## config.mk

```make
export PLATFORM = sky130hd
export DESIGN_NAME = add_share_arb
export DESIGN_NICKNAME = d
export VERILOG_FILES = /design/src/rtl/add_share_arb.sv
export SDC_FILE = /design/constraint.sdc
export NUM_CORES = 1
export LEC_CHECK = 0
export BUFFER_PORTS_ARGS = -buffer_cell sky130_fd_sc_hd__buf_2
export CORE_UTILIZATION = 40
export DETAILED_ROUTE_END_ITERATION = 8
export GPL_TIMING_DRIVEN = 0
export PLACE_DENSITY = 0.74
export SYNTH_ARGS = -nofsm -noshare
export SYNTH_HDL_FRONTEND = slang
export SYNTH_SLANG_ARGS = --single-unit
```

## constraint.sdc

```tcl
create_clock -name clk -period 2.8 [get_ports clk]
set_input_delay 0.56 -clock clk [delete_from_list [all_inputs] [get_ports clk]]
set_output_delay 0.56 -clock clk [all_outputs]
set_load 0.005 [all_outputs]
```

## src/rtl/add_share_arb.sv

```systemverilog
// Round-robin arbiter sharing one WIDTH-bit adder between requesters A and B.
// The registered {carry, sum} is returned with a requester tag over a valid/ready channel.
module add_share_arb #(
  parameter int WIDTH = 4
) (
  input  logic             clk,
  input  logic             rst,
  input  logic             a_valid,
  output logic             a_ready,
  input  logic [WIDTH-1:0] a_op0,
  input  logic [WIDTH-1:0] a_op1,
  input  logic             a_cin,
  input  logic             b_valid,
  output logic             b_ready,
  input  logic [WIDTH-1:0] b_op0,
  input  logic [WIDTH-1:0] b_op1,
  input  logic             b_cin,
  output logic             res_valid,
  input  logic             res_ready,
  output logic [WIDTH:0]   res_sum,
  output logic             res_id
);

  typedef enum logic {EMPTY = 1'b0, FULL = 1'b1} state_t;

  state_t           state, state_nxt;
  logic             ptr;
  logic             space;
  logic             accept;
  logic             gid;
  logic [WIDTH-1:0] sel_op0, sel_op1;
  logic             sel_cin;
  logic [WIDTH:0]   sum;

  assign res_valid = (state == FULL);
  assign space     = !res_valid || res_ready;

  // A tie goes to the pointer; a lone requester wins regardless of the pointer.
  assign a_ready = !rst && space && a_valid && (!b_valid || !ptr);
  assign b_ready = !rst && space && b_valid && (!a_valid ||  ptr);
  assign accept  = a_ready || b_ready;
  assign gid     = b_ready;

  // Single shared adder, operands muxed by the grant.
  assign sel_op0 = gid ? b_op0 : a_op0;
  assign sel_op1 = gid ? b_op1 : a_op1;
  assign sel_cin = gid ? b_cin : a_cin;
  assign sum     = {1'b0, sel_op0} + {1'b0, sel_op1} + {{WIDTH{1'b0}}, sel_cin};

  always_comb begin
    state_nxt = state;
    case (state)
      EMPTY:   if (accept) state_nxt = FULL;
      FULL:    if (res_ready && !accept) state_nxt = EMPTY;
      default: state_nxt = EMPTY;
    endcase
  end

  always_ff @(posedge clk) begin
    if (rst) begin
      state   <= EMPTY;
      ptr     <= 1'b0;
      res_sum <= '0;
      res_id  <= 1'b0;
    end else begin
      state <= state_nxt;
      if (accept) begin
        res_sum <= sum;
        res_id  <= gid;
        ptr     <= ~gid;
      end
    end
  end

endmodule
```

==> results of run 1 <==
## power by group
part / internal [uW] / total [uW] / leakage (uW) / switching (uW)
combinational: 66.0 / 117 / 0.000328 / 51.4
clock: 48.8 / 84.0 / 0.0000138 / 35.3
sequential: 125 / 131 / 0.0000663 / 5.95
total: 240 / 333 / 0.000408 / 92.6
## state kept, by name (all words and copies together), names as in the netlist
signal / flops
ptr: 1
res_id: 1
res_valid: 1
res_sum: 5
## Yosys cell counts (2+ instances only)
library cell	n	area, sq um
sky130_fd_sc_hd__mux2_2	2	22.5
sky130_fd_sc_hd__buf_6	2	22.5
sky130_fd_sc_hd__o21ai_0	3	15.0
sky130_fd_sc_hd__mux2_4	4	60.1
sky130_fd_sc_hd__a31oi_1	3	18.8
sky130_fd_sc_hd__a21oi_1	5	25.0
sky130_fd_sc_hd__fa_1	2	40.0
sky130_fd_sc_hd__inv_1	3	11.3
sky130_fd_sc_hd__mux2i_1	5	50.1
sky130_fd_sc_hd__dfxtp_1	8	160
sky130_fd_sc_hd__ha_1	3	37.5
sky130_fd_sc_hd__a211oi_1	3	22.5
## through the flow
stage | setup TNS [ns] | hold slack, ns | total power, uW
finish | 0 | 0.462 | 333
global route | 0 | 0.493 | 355
CTS | 0 | 0.466 | 338
detailed placement | -0.237 | 0.460 | 252
global placement | -0.133 | 0.452 | 248
floorplan | 0 | 0.460 | 212
## final timing paths
path / from / end / slack [ns] / cells after the start
worst min-delay path: res_sum[2]$_SDFFE_PP0P_ / res_sum[2]$_SDFFE_PP0P_ / 0.46 / 2
worst max register to register: res_valid$_SDFF_PP0_ / res_sum[4]$_SDFFE_PP0P_ / 0.27 / 11
worst min register to register: res_sum[2]$_SDFFE_PP0P_ / res_sum[2]$_SDFFE_PP0P_ / 0.46 / 2
worst max-delay path: res_ready / res_sum[4]$_SDFFE_PP0P_ / 0.15 / 12
## final cells by class
type | count | area, sq um
fillers | 152 | 664
repair buffers | 30 | 150
plain buffers | 4 | 50.0
clock buffers | 3 | 22.5
multi-input cells | 50 | 442
inverters | 4 | 15.0
well taps | 16 | 20.0
flip-flops and latches | 8 | 160
## routing by layer
layer,vias to the layer above,part of all wire (%)
met3,0,6.9
met1,278,41
met5,-,0
met2,24,52
li1,316,-
met4,0,0
## worst max-delay path, cell delays in order
cell                       delay (ns)
sky130_fd_sc_hd__buf_2           0.10
sky130_fd_sc_hd__nand2b_4        0.13
sky130_fd_sc_hd__buf_6           0.13
sky130_fd_sc_hd__and4_4          0.17
sky130_fd_sc_hd__buf_6           0.12
sky130_fd_sc_hd__buf_12          0.14
sky130_fd_sc_hd__mux2i_1         0.14
sky130_fd_sc_hd__fa_1            0.47
sky130_fd_sc_hd__fa_2            0.37
sky130_fd_sc_hd__nor2b_1         0.12
sky130_fd_sc_hd__o21ai_0         0.08
sky130_fd_sc_hd__a311oi_1        0.27
## cell families (layout without fill, tap and decap cells)
kind of cell / Yosys count / after routing / synth area share (%)
AND/OR/NAND/NOR: 14 / 14 / 14.9
adder cells (fa/ha/maj): 5 / 5 / 11.7
AO/OA/AOI/OAI: 19 / 19 / 18.3
multiplexers: 11 / 11 / 20.0
buffers and inverters: 8 / 41 / 9.79
flip-flops: 8 / 8 / 24.1
XOR/XNOR: 1 / 1 / 1.32
==> results_tabular.tex, run 1 <==
\begin{tabular}{lr}
\hline
Metric & Value \\
\hline
\multicolumn{2}{l}{\textbf{Timing}} \\
Worst slew margin & 78.5\% \\
Period minus WS final & 2.65 ns \\
Setup repair after global routing missed its margin & false \\
Maximum clock rate & 378 MHz \\
Setup Viol. Count Final & 0 \\
Worst setup skew after layout & 0.000803 ns \\
Ratio of final minimum period to clock period & 94.5\% \\
Min setup slack post-route & 0.155 ns \\
Least-Margin Pin Slew & 0.322 ns \\
Final hold viol count & 0 \\
Max Slew Vio Count & 0 \\
\multicolumn{2}{l}{\textbf{Die}} \\
I/O pin count & 32 \\
Core area & 1520 sq um \\
Height of the die & 42.8 um \\
Area enclosed by the die boundary & 1830 sq um \\
Die span in x & 42.8 um \\
Std-Cell Rows & 14 \\
Starting Density & 43.6\% \\
\multicolumn{2}{l}{\textbf{Global routing}} \\
Global routing usage on met3 & 2.98\% \\
Global route overflow & 0 \\
First-pass GRT wire length & 1.95 mm \\
Global-route met1 utilization & 16.7\% \\
Global-route track usage on met2 & 23.3\% \\
Busiest layer in global routing & met2 \\
Global-route usage over all layers & 13.5\% \\
Via count of the first global-routing pass & 514 \\
Initial antenna violation count & 0 \\
Largest net degree at the start of global routing & 11 \\
\multicolumn{2}{l}{\textbf{Worst setup path}} \\
Startpoint Class & primary input \\
CP arrival & 2.80 ns \\
CP Capture Type & register \\
Worst-path maximum fanout & 10 \\
Endpoint required time on the critical path & 2.95 ns \\
Type of the worst setup path & primary input to register \\
\multicolumn{2}{l}{\textbf{CTS}} \\
Total CTS buffers & 3 \\
Maximum count of clock buffers along a single path & 2 \\
Htree depth & 1 \\
Clock sink total & 8 \\
Number of buffers added to fix hold violations after cts & 0 \\
Buffer type at the clock tree root & sky130\_fd\_sc\_hd\_\_clkbuf\_4 \\
TritonCTS clock tree & built \\
\# resized after CTS & 0 \\
Latest clock arrival within the worst-skew pair & 0.24 ns \\
Clock Pin Slew Worst Setup and Hold Paths & 0.05 ns \\
Buffers inserted during post-CTS setup optimization & 0 \\
\multicolumn{2}{l}{\textbf{Synthesis}} \\
Number of flops mapped to enable cells by yosys & 0 \\
Primary flip-flop cell chosen by synthesis mapping & sky130\_fd\_sc\_hd\_\_dfxtp\_1 \\
Number of distinct library cell variants in the gate-level netlist after synthesis & 35 \\
Mapped Avg Cell Area & 10.1 sq um \\
Ys async rst share & 0\% \\
Net count after synthesis & 94 \\
Share of synthesized area occupied by flip-flops and latches & 24.1\% \\
Number of warnings reported in the yosys synthesis log & 0 \\
Gate count after technology mapping & 66 \\
Summed instance area of the synthesized netlist & 664 sq um \\
Register bit total from synthesis & 8 \\
\multicolumn{2}{l}{\textbf{Flow run}} \\
Max Cap Viol & 0 \\
\multicolumn{2}{l}{\textbf{Place}} \\
Final RePlAce weighted congestion & 0.754 \\
Detailed placer's ending HPWL & 1.09 mm \\
Placement-stage cell area & 835 sq um \\
Port Buf Inserts & 30 \\
Worst slack, placed & -0.167 ns \\
Cell count after placement & 112 \\
\multicolumn{2}{l}{\textbf{Pwr}} \\
Worst voltage drop across the vdd grid & 0.000163 V \\
Static Leak & 0.000408 uW \\
Power per cell area & 387 nW/um\^{}2 \\
\multicolumn{2}{l}{\textbf{Detailed routing}} \\
Number of DRC violations after detailed routing & 0 \\
Antenna violation net count after detailed routing & 0 \\
Vias/cell & 5.37 \\
First DRT Iteration DRCs & 4 \\
Via Count & 618 \\
Post-Route WL & 1.28 mm \\
Wire per inst & 11.1 um \\
Pre-antenna DRT Iters & 4 \\
\multicolumn{2}{l}{\textbf{Finish}} \\
Area Overhead vs Synth & 29.4\% \\
Fraction of final layout cells sized beyond drive strength 1 & 49.5\% \\
Final cell utilization of the core & 56.4\% \\
Final cell count without fillers & 115 \\
Antenna cells & 0 \\
Area of all placed cells without fillers & 860 sq um \\
Layout net count & 129 \\
Most common cell after layout, fill and taps aside & sky130\_fd\_sc\_hd\_\_buf\_2 \\
Leading cell types in the layout, fill and taps excluded & sky130\_fd\_sc\_hd\_\_buf\_2 (30), sky130\_fd\_sc\_hd\_\_dfxtp\_1 (8), sky130\_fd\_sc\_hd\_\_mux2i\_1 (5), sky130\_fd\_sc\_hd\_\_a21oi\_1 (5), sky130\_fd\_sc\_hd\_\_mux2\_4 (4) \\
\multicolumn{2}{l}{\textbf{Hold path}} \\
Type of the tightest min-delay check & register to register \\
\multicolumn{2}{l}{\textbf{Outcome}} \\
Result of the run & finished clean \\
\hline
\end{tabular}
(Power assumes the default switching activity.)
==> run 2, diff against run 1 <==
--- a/config.mk
+++ b/config.mk
@@ -5,11 +5,12 @@
 export SDC_FILE = /design/constraint.sdc
 export NUM_CORES = 1
 export LEC_CHECK = 0
+export ABC_CLOCK_PERIOD_IN_PS = 3300
 export BUFFER_PORTS_ARGS = -buffer_cell sky130_fd_sc_hd__buf_2
-export CORE_UTILIZATION = 40
+export CORE_UTILIZATION = 48
 export DETAILED_ROUTE_END_ITERATION = 8
 export GPL_TIMING_DRIVEN = 0
-export PLACE_DENSITY = 0.74
+export PLACE_DENSITY = 0.89
 export SYNTH_ARGS = -nofsm -noshare
 export SYNTH_HDL_FRONTEND = slang
 export SYNTH_SLANG_ARGS = --single-unit
==> constraint.sdc (replaced) <==
create_clock -name clk -period 3.3 [get_ports clk]
set_input_delay 0.66 -clock clk [delete_from_list [all_inputs] [get_ports clk]]
set_output_delay 0.66 -clock clk [all_outputs]
set_load 0.005 [all_outputs]
==> results_tabular.tex, run 2 (synthesis results as in run 1) <==
\begin{tabular}{lr}
\hline
Metric & Value \\
\hline
\multicolumn{2}{l}{\textbf{Global routing}} \\
Initial antenna violation count & 0 \\
Global route overflow & 0 \\
Via count of the first global-routing pass & 543 \\
Global-route usage over all layers & 18.7\% \\
Largest net degree at the start of global routing & 11 \\
First-pass GRT wire length & 1.95 mm \\
\multicolumn{2}{l}{\textbf{Worst setup path}} \\
Type of the worst setup path & primary input to register \\
Cell-by-cell listing of the critical path & buf\_2 -> nand2b\_4 -> buf\_6 -> and4\_4 -> buf\_6 -> buf\_12 -> mux2i\_1 -> fa\_1 -> fa\_1 -> nor2b\_1 -> o21ai\_0 -> a311oi\_1 \\
CP arrival & 2.91 ns \\
Endpoint required time on the critical path & 3.47 ns \\
Worst-path maximum fanout & 10 \\
Worst path max stage delay & 0.46 ns \\
Startpoint Class & primary input \\
Slowest stage cell on the critical path & sky130\_fd\_sc\_hd\_\_fa\_1 \\
CP Capture Type & register \\
\multicolumn{2}{l}{\textbf{Timing}} \\
Max Slew Vio Count & 0 \\
Setup repair after global routing missed its margin & false \\
Ratio of final minimum period to clock period & 83.1\% \\
Fin Setup TNS & 0 ns \\
Worst hold slack & 0.475 ns \\
Period minus WS final & 2.74 ns \\
Min setup slack post-route & 0.559 ns \\
Least-Margin Pin Slew & 0.316 ns \\
Worst slew margin & 78.7\% \\
Final hold viol count & 0 \\
Setup Viol. Count Final & 0 \\
Maximum clock rate & 365 MHz \\
Worst setup skew after layout & 0.00398 ns \\
\multicolumn{2}{l}{\textbf{Place}} \\
Detailed placer's ending HPWL & 1.10 mm \\
Final RePlAce weighted congestion & 0.672 \\
Port Buf Inserts & 30 \\
Worst slack, placed & 0.295 ns \\
\multicolumn{2}{l}{\textbf{Finish}} \\
Most flops, register & res\_sum \\
Number of flip-flops in the largest register & 5 \\
Antenna cells & 0 \\
Fraction of final layout cells sized beyond drive strength 1 & 48.5\% \\
Leading cell types in the layout, fill and taps excluded & sky130\_fd\_sc\_hd\_\_buf\_2 (30), sky130\_fd\_sc\_hd\_\_dfxtp\_1 (8), sky130\_fd\_sc\_hd\_\_mux2i\_1 (5), sky130\_fd\_sc\_hd\_\_a21oi\_1 (5), sky130\_fd\_sc\_hd\_\_mux2\_4 (4) \\
Layout net count & 129 \\
Final cell utilization of the core & 65.8\% \\
Area Overhead vs Synth & 28.8\% \\
Most common cell after layout, fill and taps aside & sky130\_fd\_sc\_hd\_\_buf\_2 \\
\multicolumn{2}{l}{\textbf{Die}} \\
Area enclosed by the die boundary & 1540 sq um \\
I/O pin count & 32 \\
Starting Density & 51.1\% \\
Core area & 1300 sq um \\
Height of the die & 39.2 um \\
Std-Cell Rows & 13 \\
Die span in x & 39.2 um \\
\multicolumn{2}{l}{\textbf{Pwr}} \\
Static Leak & 0.000409 uW \\
Post-route total power & 287 uW \\
Worst voltage drop across the vdd grid & 0.000167 V \\
Power per cell area & 336 nW/um\^{}2 \\
\multicolumn{2}{l}{\textbf{CTS}} \\
TritonCTS clock tree & built \\
Buffers inserted during post-CTS setup optimization & 0 \\
Clock sink total & 8 \\
Clock Pin Slew Worst Setup and Hold Paths & 0.06 ns \\
Number of buffers added to fix hold violations after cts & 0 \\
Htree depth & 1 \\
Buffer type at the clock tree root & sky130\_fd\_sc\_hd\_\_clkbuf\_4 \\
Maximum count of clock buffers along a single path & 2 \\
Total CTS buffers & 3 \\
\# resized after CTS & 0 \\
Latest clock arrival within the worst-skew pair & 0.26 ns \\
\multicolumn{2}{l}{\textbf{Detailed routing}} \\
First DRT Iteration DRCs & 9 \\
Number of DRC violations after detailed routing & 0 \\
Wire per inst & 11.7 um \\
Antenna violation net count after detailed routing & 0 \\
Vias/cell & 5.44 \\
Pre-antenna DRT Iters & 2 \\
Post-Route WL & 1.33 mm \\
Via Count & 620 \\
\multicolumn{2}{l}{\textbf{Outcome}} \\
Result of the run & finished clean \\
\multicolumn{2}{l}{\textbf{Flow run}} \\
Max Cap Viol & 0 \\
\multicolumn{2}{l}{\textbf{Hold path}} \\
Type of the tightest min-delay check & register to register \\
\hline
\end{tabular}
## run 2: final cells by class
type / instances / area (sq um)
Clock buffer: 3 / 22.5
Tap cell: 15 / 18.8
Inverter: 4 / 15.0
Fill cell: 111 / 445
Buffer: 4 / 50.0
Timing Repair Buffer: 30 / 150
Sequential cell: 8 / 160
Multi-Input combinational cell: 50 / 439
## run 2: per-stage QoR
stage                     area, sq um  std cells
after floorplan                   664         66
after global placement            833        111
after detailed placement          833        111
after CTS                         856        114
after global routing              856        114
final                             856        114
## run 2: final timing paths
check | start | to | slack (ns) | cells after the start
max | res_ready | res_sum[4]$_SDFFE_PP0P_ | 0.56 | 12
min | res_sum[2]$_SDFFE_PP0P_ | res_sum[2]$_SDFFE_PP0P_ | 0.47 | 2
max reg2reg | res_valid$_SDFF_PP0_ | res_sum[4]$_SDFFE_PP0P_ | 0.76 | 11
min reg2reg | res_sum[2]$_SDFFE_PP0P_ | res_sum[2]$_SDFFE_PP0P_ | 0.47 | 2
## run 2: metal layers
metal,routed length [um],up-vias,track usage (%)
li1,-,312,-
met4,27,0,7.76
met3,72,3,3.47
met1,552,283,19.0
met5,0,-,0
met2,681,22,36.3
## run 2: power breakdown
part	total (uW)	leakage, uW	switching (uW)	internal [uW]
clock network	76.5	0.0000138	34.8	41.7
registers	111	0.0000663	5.16	106
logic	99.4	0.000329	43.8	55.6
## run 2: worst max-delay path, delay by kind of cell
kind	cells	cell delay, ns
adder cells (fa/ha/maj)	2	0.88
buffers and inverters	4	0.49
AND/OR/NAND/NOR	3	0.42
AO/OA/AOI/OAI	2	0.33
multiplexers	1	0.14
==> run 3, diff against run 2 <==
==> config.mk (replaced) <==
export PLATFORM = sky130hd
export DESIGN_NAME = add_share_arb
export DESIGN_NICKNAME = d
export VERILOG_FILES = /design/src/rtl/add_share_arb.sv
export SDC_FILE = /design/constraint.sdc
export NUM_CORES = 1
export LEC_CHECK = 0
export ABC_CLOCK_PERIOD_IN_PS = 2500
export BUFFER_PORTS_ARGS = -buffer_cell sky130_fd_sc_hd__buf_2
export CORE_UTILIZATION = 40
export DETAILED_ROUTE_END_ITERATION = 8
export GPL_TIMING_DRIVEN = 0
export PLACE_DENSITY = 0.8
export SYNTH_ARGS = -nofsm -noshare
export SYNTH_HDL_FRONTEND = slang
export SYNTH_SLANG_ARGS = --single-unit
==> constraint.sdc (replaced) <==
create_clock -name clk -period 2.5 [get_ports clk]
set_input_delay 0.5 -clock clk [delete_from_list [all_inputs] [get_ports clk]]
set_output_delay 0.5 -clock clk [all_outputs]
set_load 0.005 [all_outputs]
==> results_tabular.tex, run 3 (synthesis results as in run 1) <==
\begin{tabular}{lr}
\hline
Metric & Value \\
\hline
\multicolumn{2}{l}{\textbf{Outcome}} \\
Result of the run & finished clean \\
\multicolumn{2}{l}{\textbf{Timing}} \\
Setup repair after global routing missed its margin & false \\
Max Slew Vio Count & 0 \\
Ratio of final minimum period to clock period & 93.2\% \\
Period minus WS final & 2.33 ns \\
Final hold viol count & 0 \\
Worst hold slack & 0.469 ns \\
Worst slew margin & 76.6\% \\
Min setup slack post-route & 0.169 ns \\
Maximum clock rate & 429 MHz \\
Worst setup skew after layout & 0.000742 ns \\
Fin Setup TNS & 0 ns \\
Setup Viol. Count Final & 0 \\
Least-Margin Pin Slew & 0.349 ns \\
\multicolumn{2}{l}{\textbf{Worst setup path}} \\
Worst path max stage delay & 0.37 ns \\
Type of the worst setup path & primary input to register \\
Cell-by-cell listing of the critical path & buf\_2 -> nand2b\_4 -> buf\_6 -> and4\_4 -> mux2\_2 -> ha\_1 -> a21oi\_1 -> a21boi\_0 -> o41ai\_1 \\
Worst-path maximum fanout & 12 \\
Startpoint Class & primary input \\
CP Capture Type & register \\
CP arrival & 2.48 ns \\
Startpoint of the worst-slack reg-to-reg timing path & res\_valid\$\_SDFF\_PP0\_ \\
Worst reg2reg path endpoint & res\_sum[3]\$\_SDFFE\_PP0P\_ \\
Slowest stage cell on the critical path & sky130\_fd\_sc\_hd\_\_and4\_4 \\
Endpoint required time on the critical path & 2.65 ns \\
Number of cells on the worst reg-to-reg path & 8 \\
Register-to-register setup slack & 0.21 ns \\
\multicolumn{2}{l}{\textbf{Finish}} \\
Number of flip-flops in the largest register & 5 \\
Antenna cells & 0 \\
Filler cell count in the final layout & 150 \\
Layout net count & 127 \\
Fraction of final layout cells sized beyond drive strength 1 & 52.6\% \\
Leading cell types in the layout, fill and taps excluded & sky130\_fd\_sc\_hd\_\_buf\_2 (30), sky130\_fd\_sc\_hd\_\_dfxtp\_1 (8), sky130\_fd\_sc\_hd\_\_a21oi\_1 (5) \\
Most common cell after layout, fill and taps aside & sky130\_fd\_sc\_hd\_\_buf\_2 \\
Area Overhead vs Synth & 27.9\% \\
Final cell count without fillers & 113 \\
Most flops, register & res\_sum \\
\multicolumn{2}{l}{\textbf{CTS}} \\
Htree depth & 1 \\
Clock sink total & 8 \\
\# resized after CTS & 0 \\
TritonCTS clock tree & built \\
Total CTS buffers & 3 \\
Clock Pin Slew Worst Setup and Hold Paths & 0.05 ns \\
Buffers inserted during post-CTS setup optimization & 0 \\
Number of buffers added to fix hold violations after cts & 0 \\
Latest clock arrival within the worst-skew pair & 0.25 ns \\
Maximum count of clock buffers along a single path & 2 \\
Buffer type at the clock tree root & sky130\_fd\_sc\_hd\_\_clkbuf\_4 \\
\multicolumn{2}{l}{\textbf{Global routing}} \\
Largest net degree at the start of global routing & 11 \\
First-pass GRT wire length & 2.19 mm \\
Via count of the first global-routing pass & 564 \\
Initial antenna violation count & 0 \\
Global-route usage over all layers & 15.3\% \\
Global route overflow & 0 \\
\multicolumn{2}{l}{\textbf{Flow run}} \\
Max Cap Viol & 0 \\
\multicolumn{2}{l}{\textbf{Detailed routing}} \\
Pre-antenna DRT Iters & 5 \\
Antenna violation net count after detailed routing & 0 \\
First DRT Iteration DRCs & 25 \\
Post-Route WL & 1.37 mm \\
Wire per inst & 12.1 um \\
Number of DRC violations after detailed routing & 0 \\
Vias/cell & 5.46 \\
Via Count & 617 \\
\multicolumn{2}{l}{\textbf{Pwr}} \\
Worst voltage drop across the vdd grid & 0.000192 V \\
Post-route total power & 380 uW \\
Static Leak & 0.000397 uW \\
Power per cell area & 447 nW/um\^{}2 \\
\multicolumn{2}{l}{\textbf{Hold path}} \\
Hold Crit Endpoint & res\_sum[2]\$\_SDFFE\_PP0P\_ \\
Startpoint of the most critical hold path & res\_sum[2]\$\_SDFFE\_PP0P\_ \\
Instance count along the most critical hold path & 2 \\
Type of the tightest min-delay check & register to register \\
\multicolumn{2}{l}{\textbf{Die}} \\
Height of the die & 42.8 um \\
Die span in x & 42.8 um \\
I/O pin count & 32 \\
Core area & 1520 sq um \\
Std-Cell Rows & 14 \\
Area enclosed by the die boundary & 1830 sq um \\
Starting Density & 43.6\% \\
\multicolumn{2}{l}{\textbf{Place}} \\
Worst slack, placed & -0.214 ns \\
Port Buf Inserts & 30 \\
Final RePlAce weighted congestion & 0.770 \\
Cell count after placement & 112 \\
Detailed placer's ending HPWL & 1.09 mm \\
\hline
\end{tabular}
## run 3: routing by layer
layer | vias to the layer above | GRT usage, % | wire, um
met5 | - | 0 | 0
met4 | 0 | 3.75 | 7
met3 | 3 | 2.55 | 77
li1 | 312 | - | -
met2 | 25 | 29.1 | 692
met1 | 277 | 17.1 | 593
## run 3: worst max-delay path by stage
stage | start | end | cells past startpoint
final | res_ready | res_sum[3]$_SDFFE_PP0P_ | 9
after floorplan | res_ready | res_sum[4]$_SDFFE_PP0P_ | 11
after global routing | res_ready | res_sum[4]$_SDFFE_PP0P_ | 10
after detailed placement | res_ready | res_sum[4]$_SDFFE_PP0P_ | 12
after global placement | res_ready | res_sum[4]$_SDFFE_PP0P_ | 12
after CTS | res_ready | res_sum[2]$_SDFFE_PP0P_ | 12
## run 3: metrics by stage
stage,util [%],cell area [sq um]
2_1_floorplan,-,673
3_3_place_gp,55.3,843
3_5_place_dp,55.3,843
4_1_cts,56.8,866
5_1_grt,55.7,850
6_report,55.7,850
## run 3: worst max-delay path, delay by kind of cell
family	cells	cell delay (ns)
simple gates	2	0.48
fa+ha+maj	1	0.35
mux	1	0.36
compound gates	3	0.58
buf+inv	2	0.20
## run 3: layout make-up
type | count | area (sq um) | area share (%)
Buffer | 2 | 18.8 | 2.21
Clock buffer | 3 | 22.5 | 2.65
Inverter | 4 | 15.0 | 1.77
Multi-Input combinational cell | 50 | 463 | 54.5
Sequential cell | 8 | 160 | 18.9
Tap cell | 16 | 20.0 | 2.36
Timing Repair Buffer | 30 | 150 | 17.7
## run 3: power breakdown
part / switching [uW] / leakage (uW) / internal [uW]
Combinational: 60.7 / 0.000317 / 73.6
Clock: 43.9 / 0.0000138 / 54.9
Sequential: 6.92 / 0.0000663 / 140
Total: 112 / 0.000397 / 269
